$ cat src/rtl/mem_master_if.sv
// Bundle of the command, response and memory-bus signals around mem_master.
// master = the mem_master side, slave = the traffic source / memory side.
interface mem_master_if #(
  parameter int ADDR_W = 3,
  parameter int DATA_W = 8
);
  logic              cmd_valid;
  logic              cmd_ready;
  logic              cmd_write;
  logic [ADDR_W-1:0] cmd_addr;
  logic [DATA_W-1:0] cmd_wdata;
  logic              rsp_valid;
  logic              rsp_ready;
  logic [ADDR_W-1:0] rsp_addr;
  logic [DATA_W-1:0] rsp_data;
  logic              mem_rst;
  logic              mem_enable;
  logic              mem_rd_wr;
  logic [ADDR_W-1:0] mem_addr;
  logic [DATA_W-1:0] mem_wr_data;
  logic [DATA_W-1:0] mem_rd_data;
  logic              busy;

  modport master (
    input  cmd_valid, cmd_write, cmd_addr, cmd_wdata, rsp_ready, mem_rd_data,
    output cmd_ready, rsp_valid, rsp_addr, rsp_data,
           mem_rst, mem_enable, mem_rd_wr, mem_addr, mem_wr_data, busy
  );

  modport slave (
    output cmd_valid, cmd_write, cmd_addr, cmd_wdata, rsp_ready, mem_rd_data,
    input  cmd_ready, rsp_valid, rsp_addr, rsp_data,
           mem_rst, mem_enable, mem_rd_wr, mem_addr, mem_wr_data, busy
  );
endinterface

$ cat src/rtl/mem_master.sv
// Bus initiator for the small enable/rd_wr memory: one access per command,
// single outstanding read with a valid/ready response, memory reset sequencing.
module mem_master #(
  parameter int ADDR_W     = 3,
  parameter int DATA_W     = 8,
  parameter int RD_LATENCY = 1,
  parameter int RST_CYCLES = 2
) (
  input  logic         clk,
  input  logic         rst,
  mem_master_if.master bus
);
  localparam logic [1:0] S_RESET_HOLD = 2'd0;
  localparam logic [1:0] S_IDLE       = 2'd1;
  localparam logic [1:0] S_READ_WAIT  = 2'd2;
  localparam logic [1:0] S_RSP_HOLD   = 2'd3;

  localparam int RCW = (RST_CYCLES > 1) ? $clog2(RST_CYCLES) : 1;
  localparam int LCW = $clog2(RD_LATENCY + 1);

  logic [1:0]        state_q, state_d;
  logic [RCW-1:0]    rst_cnt_q, rst_cnt_d;
  logic [LCW-1:0]    lat_cnt_q, lat_cnt_d;
  logic              mem_rst_q, mem_rst_d;
  logic              mem_enable_q, mem_enable_d;
  logic              mem_rd_wr_q, mem_rd_wr_d;
  logic [ADDR_W-1:0] mem_addr_q, mem_addr_d;
  logic [DATA_W-1:0] mem_wr_data_q, mem_wr_data_d;
  logic              rsp_valid_q, rsp_valid_d;
  logic [ADDR_W-1:0] rsp_addr_q, rsp_addr_d;
  logic [DATA_W-1:0] rsp_data_q, rsp_data_d;
  logic              busy_q, busy_d;

  always_comb begin
    state_d       = state_q;
    rst_cnt_d     = rst_cnt_q;
    lat_cnt_d     = lat_cnt_q;
    mem_rst_d     = mem_rst_q;
    mem_enable_d  = 1'b0;
    mem_rd_wr_d   = 1'b0;
    mem_addr_d    = mem_addr_q;
    mem_wr_data_d = mem_wr_data_q;
    rsp_valid_d   = rsp_valid_q;
    rsp_addr_d    = rsp_addr_q;
    rsp_data_d    = rsp_data_q;

    case (state_q)
      S_RESET_HOLD: begin
        if (rst_cnt_q == RCW'(RST_CYCLES - 1)) begin
          state_d   = S_IDLE;
          mem_rst_d = 1'b0;
        end else begin
          rst_cnt_d = rst_cnt_q + RCW'(1);
        end
      end
      S_IDLE: begin
        if (bus.cmd_valid) begin
          mem_enable_d = 1'b1;
          mem_rd_wr_d  = bus.cmd_write;
          mem_addr_d   = bus.cmd_addr;
          if (bus.cmd_write) begin
            mem_wr_data_d = bus.cmd_wdata;
          end else begin
            state_d    = S_READ_WAIT;
            lat_cnt_d  = LCW'(RD_LATENCY);
            rsp_addr_d = bus.cmd_addr;
          end
        end
      end
      // Counter is loaded with RD_LATENCY, so capture lands RD_LATENCY edges
      // after the memory samples the read.
      S_READ_WAIT: begin
        if (lat_cnt_q == '0) begin
          rsp_data_d  = bus.mem_rd_data;
          rsp_valid_d = 1'b1;
          state_d     = S_RSP_HOLD;
        end else begin
          lat_cnt_d = lat_cnt_q - LCW'(1);
        end
      end
      S_RSP_HOLD: begin
        if (bus.rsp_ready) begin
          rsp_valid_d = 1'b0;
          state_d     = S_IDLE;
        end
      end
      default: state_d = S_RESET_HOLD;
    endcase

    busy_d = (state_d != S_IDLE);
  end

  always_ff @(posedge clk or posedge rst) begin
    if (rst) begin
      state_q       <= S_RESET_HOLD;
      rst_cnt_q     <= '0;
      lat_cnt_q     <= '0;
      mem_rst_q     <= 1'b1;
      mem_enable_q  <= 1'b0;
      mem_rd_wr_q   <= 1'b0;
      mem_addr_q    <= '0;
      mem_wr_data_q <= '0;
      rsp_valid_q   <= 1'b0;
      rsp_addr_q    <= '0;
      rsp_data_q    <= '0;
      busy_q        <= 1'b0;
    end else begin
      state_q       <= state_d;
      rst_cnt_q     <= rst_cnt_d;
      lat_cnt_q     <= lat_cnt_d;
      mem_rst_q     <= mem_rst_d;
      mem_enable_q  <= mem_enable_d;
      mem_rd_wr_q   <= mem_rd_wr_d;
      mem_addr_q    <= mem_addr_d;
      mem_wr_data_q <= mem_wr_data_d;
      rsp_valid_q   <= rsp_valid_d;
      rsp_addr_q    <= rsp_addr_d;
      rsp_data_q    <= rsp_data_d;
      busy_q        <= busy_d;
    end
  end

  assign bus.cmd_ready   = (state_q == S_IDLE);
  assign bus.rsp_valid   = rsp_valid_q;
  assign bus.rsp_addr    = rsp_addr_q;
  assign bus.rsp_data    = rsp_data_q;
  assign bus.mem_rst     = mem_rst_q;
  assign bus.mem_enable  = mem_enable_q;
  assign bus.mem_rd_wr   = mem_rd_wr_q;
  assign bus.mem_addr    = mem_addr_q;
  assign bus.mem_wr_data = mem_wr_data_q;
  assign bus.busy        = busy_q;
endmodule

$ cat src/flat_wrapper.sv
// flat-port wrapper written by rule: the top's interface ports become plain ports
module mem_master_flat 
#(
  parameter int ADDR_W     = 3,
  parameter int DATA_W     = 8,
  parameter int RD_LATENCY = 1,
  parameter int RST_CYCLES = 2
)
  (clk, rst, bus_cmd_valid, bus_cmd_write, bus_cmd_addr, bus_cmd_wdata, bus_rsp_ready, bus_mem_rd_data, bus_cmd_ready, bus_rsp_valid, bus_rsp_addr, bus_rsp_data, bus_mem_rst, bus_mem_enable, bus_mem_rd_wr, bus_mem_addr, bus_mem_wr_data, bus_busy);
  mem_master_if #(.ADDR_W(ADDR_W), .DATA_W(DATA_W)) bus_i ();
  input  logic clk;
  input  logic rst;
  input wire logic [$bits(bus_i.cmd_valid)-1:0] bus_cmd_valid;
  input wire logic [$bits(bus_i.cmd_write)-1:0] bus_cmd_write;
  input wire logic [$bits(bus_i.cmd_addr)-1:0] bus_cmd_addr;
  input wire logic [$bits(bus_i.cmd_wdata)-1:0] bus_cmd_wdata;
  input wire logic [$bits(bus_i.rsp_ready)-1:0] bus_rsp_ready;
  input wire logic [$bits(bus_i.mem_rd_data)-1:0] bus_mem_rd_data;
  output wire logic [$bits(bus_i.cmd_ready)-1:0] bus_cmd_ready;
  output wire logic [$bits(bus_i.rsp_valid)-1:0] bus_rsp_valid;
  output wire logic [$bits(bus_i.rsp_addr)-1:0] bus_rsp_addr;
  output wire logic [$bits(bus_i.rsp_data)-1:0] bus_rsp_data;
  output wire logic [$bits(bus_i.mem_rst)-1:0] bus_mem_rst;
  output wire logic [$bits(bus_i.mem_enable)-1:0] bus_mem_enable;
  output wire logic [$bits(bus_i.mem_rd_wr)-1:0] bus_mem_rd_wr;
  output wire logic [$bits(bus_i.mem_addr)-1:0] bus_mem_addr;
  output wire logic [$bits(bus_i.mem_wr_data)-1:0] bus_mem_wr_data;
  output wire logic [$bits(bus_i.busy)-1:0] bus_busy;
  assign bus_i.cmd_valid = bus_cmd_valid;
  assign bus_i.cmd_write = bus_cmd_write;
  assign bus_i.cmd_addr = bus_cmd_addr;
  assign bus_i.cmd_wdata = bus_cmd_wdata;
  assign bus_i.rsp_ready = bus_rsp_ready;
  assign bus_i.mem_rd_data = bus_mem_rd_data;
  assign bus_cmd_ready = bus_i.cmd_ready;
  assign bus_rsp_valid = bus_i.rsp_valid;
  assign bus_rsp_addr = bus_i.rsp_addr;
  assign bus_rsp_data = bus_i.rsp_data;
  assign bus_mem_rst = bus_i.mem_rst;
  assign bus_mem_enable = bus_i.mem_enable;
  assign bus_mem_rd_wr = bus_i.mem_rd_wr;
  assign bus_mem_addr = bus_i.mem_addr;
  assign bus_mem_wr_data = bus_i.mem_wr_data;
  assign bus_busy = bus_i.busy;
  mem_master #(.ADDR_W(ADDR_W), .DATA_W(DATA_W), .RD_LATENCY(RD_LATENCY), .RST_CYCLES(RST_CYCLES)) u_core (.clk(clk), .rst(rst), .bus(bus_i));
endmodule
$ cat config.mk
export PLATFORM = sky130hd
export DESIGN_NAME = mem_master_flat
export DESIGN_NICKNAME = d
export VERILOG_FILES = /design/src/rtl/mem_master_if.sv /design/src/rtl/mem_master.sv /design/src/flat_wrapper.sv
export SDC_FILE = /design/constraint.sdc
export NUM_CORES = 1
export LEC_CHECK = 0
export ABC_AREA = 1
export CAP_MARGIN = 20
export CORE_UTILIZATION = 35
export CTS_CLUSTER_SIZE = 28
export DETAILED_ROUTE_END_ITERATION = 8
export GPL_TIMING_DRIVEN = 0
export PLACE_DENSITY = 0.66
export REMOVE_ABC_BUFFERS = 1
export SETUP_SLACK_MARGIN = 0.15
export SYNTH_ARGS = -nofsm -noshare
export SYNTH_HDL_FRONTEND = slang
export SYNTH_SLANG_ARGS = --single-unit
$ cat constraint.sdc
create_clock -name clk -period 3.9 [get_ports clk]
set_input_delay 1.17 -clock clk [delete_from_list [all_inputs] [get_ports clk]]
set_output_delay 1.17 -clock clk [all_outputs]
set_load 0.05 [all_outputs]
==> flow_summary.ini <==
[outcome]
run_status = completed

[cts]
cts_buffers = 5
cts_setup_buffers = 0
cts_tree = yes
ctsResizeCount = 0
cts_htree_levels = 2
clkTransAtPathRegs_ns = 0.06
hold_buffers = 0
clockBufferDepth = 2
cts_root_buffer = clkbuf_8
clk-insertion-delay-late_ns = 0.27
cts.sinks = 31

[power]
p_sw_uw = 916.6
p_leak_uw = 0.001003
internal-power_uw = 999.5
p_sw_frac = 0.4784
cellPowerDensity_nw_per_um2 = 945.3
comb_power_share = 0.590
irDropWorstVdd_uv = 498.4
clockPowerShare = 0.122
seq_power_share = 0.288

[global_routing]
overflow = 0
grt_max_degree = 20
antenna_found_initial = 0
grt_usage = 0.1570
grt_pass1_wl_um = 4816
grt_pass1_vias = 1104

[detailed_routing]
drt_iter0_markers = 15
ant_nets = 0
drc_errors = 0
num_vias = 1008
viasPerCell = 4.308
wl_um = 2786
wl_per_cell_um = 11.91
dr.pass1.iters = 2

[layout]
drive_above_1_share = 0.1452
syn_to_final_growth_pct = 49.45
diodes = 0
nets = 215
final_common_cell = clkdlybuf4s50_1
final_cell_mix = 51 x clkdlybuf4s50_1, 47 x nand2_1, 30 x dfrtp_1

[sta]
post-route-period-util = 0.8246
fin_setup_tns_ns = 0
maxSlewViolCount = 0
max_freq_mhz = 311.0
timing.slew.headroom = 0.6290
setup_viol = 0
tightest_slew_ns = 0.5559
fin_ws_ns = 0.6841
final_hold_viol_count = 0
finalClockSkew_ns = 0.002888
hold_slack_ns = 0.4674
fin_crit_ns = 3.216
rsz0062_at_grt = no

[worst_setup_path]
worstPathMaxFanout = 6
critPathMaxStageDelay_ns = 0.87
slowest_stage = clkdlybuf4s50_1
cp-end-kind = output pin
criticalPathCategory = register to output pin
path_cells = inv_1 -> ha_1 -> clkdlybuf4s50_1
crit_arrival_ns = 2.05
required_ns = 2.73
cp-start-kind = register

[floorplanning]
initial_core_util = 0.3677
die_w_um = 64.25
die_height_um = 64.25
die_area_um2 = 4128
rows = 22
pin_count = 52
fp.coreArea_um2 = 3689

[yosys]
synth_fa_ha_area_frac = 0.05535
synth_xor_area_frac = 0
muxShareOfSynthArea = 0.08856
syn_area_per_cell_um2 = 10.68
synth_area_leaders = dfrtp_1 55%, nand2_1 13%, mux2_4 8.9%, ha_1 5.5%, inv_1 2.8%
synth.top_cell.area_share = 0.5535
netlist_instances = 127
ys_warn_count = 0
yosys_register_bits = 31
synth_area_um2 = 1356
synth_compound_area_frac = 0.03875
yosysTopAreaCell = dfrtp_1
synth-simple-area-share = 0.2002
synth_top_family_by_area = simple AND/OR/NAND/NOR gates
yosysUniqueCellTypes = 20
synth.yosys.seq_area_share = 0.5729

[placement]
gp_congestion = 0.8343
dp.final_hpwl_um = 2121
io_buffers = 51
place_ws_ns = 0.9783

[min_path]
hp-class = register to register

[job]
drv_cap = 0
## worst max-delay path: cells and delay by family, from the launching register on
| family | cells | cell delay (ns) |
|---|---|---|
| buffers and inverters | 2 | 1.00 |
| adders and majority gates | 1 | 0.35 |
| DFF | 1 | 0.43 |
## final timing paths
kind | from | end | slack [ns] | depth (start not counted)
max in group asynchronous | rst | u_core.bus.mem_rst | 2.10 | 3
hold reg to reg | u_core.bus.mem_wr_data[5] | u_core.bus.mem_wr_data[5] | 0.47 | 2
min in group asynchronous | rst | u_core.bus.rsp_data[1] | 1.24 | 2
setup reg to reg | u_core.state_q[0] | u_core.bus.rsp_data[5] | 2.30 | 4
setup / recovery | u_core.state_q[1] | bus_cmd_ready | 0.68 | 3
hold / removal | u_core.bus.mem_wr_data[5] | u_core.bus.mem_wr_data[5] | 0.47 | 2
## per-layer routing
| layer | share of wire | up-vias | GRT usage | wire, um |
|---|---|---|---|---|
| li1 | - | 512 | - | - |
| met1 | 0.44 | 460 | 0.1808 | 1213 |
| met2 | 0.48 | 30 | 0.2526 | 1342 |
| met3 | 0.065 | 6 | 0.06786 | 182 |
| met4 | 0.017 | 0 | 0.06667 | 47 |
| met5 | 0 | - | 0 | 0 |
## layout make-up
cell class	count	area [um2]
Timing Repair Buffer	52	538.0
Tap cell	48	60.06
Inverter	12	48.80
Sequential cell	31	777.0
Clock buffer	5	68.82
Fill cell	338	1662
Clock inverter	3	15.01
Multi-Input combinational cell	83	519.2
## kinds of logic (layout without fill, tap and decap cells)
| group | after synthesis | after routing |
|---|---|---|
| AOI/OAI and AO/OA | 9 | 9 |
| buffers and inverters | 13 | 72 |
| and+or+nand+nor | 60 | 60 |
| muxes | 8 | 8 |
| DFF | 31 | 31 |
| adders and majority gates | 6 | 6 |
## power by group through the flow
| stage | clock (uW) | combinational, uW | sequential [uW] |
|---|---|---|---|
| after floorplan | 0 | 344 | 983 |
| after global placement | 0 | 1120 | 547 |
| after detailed placement | 0 | 1140 | 555 |
| after CTS | 244 | 1140 | 553 |
| after global routing | 265 | 1210 | 571 |
| final | 234 | 1130 | 552 |
## cell usage after synthesis (all sizes together)
cell	n
dfstp	1
dfrtp	30
buf	1
nor2	4
o21ai	6
a21boi	1
inv	11
a21oi	1
nand2	49
nand3	6
mux2	8
clkinv	1
o21ba	1
or2	1
ha	6
## state kept, by name, indices dropped and copies added (netlist names)
name and count:
u_core.lat_cnt_q 1, u_core.bus.mem_rst 1, u_core.bus.mem_rd_wr 1, u_core.state_q 2, u_core.bus.mem_addr 3, u_core.bus.busy 1
u_core.bus.mem_wr_data 8, u_core.bus.rsp_valid 1, u_core.bus.rsp_data 8, u_core.bus.mem_enable 1, u_core.bus.rsp_addr 3, u_core.rst_cnt_q 1
## metrics by stage
step	utilization	cells	area [um2]	total power, uW
after floorplan	-	126	1345	1327
after global placement	0.5193	225	1916	1668
after detailed placement	0.5268	226	1943	1690
after CTS	0.5495	234	2027	1939
after global routing	0.5495	234	2027	2044
final	0.5495	234	2027	1916
Note: power is estimated with default switching activity, not from simulation.
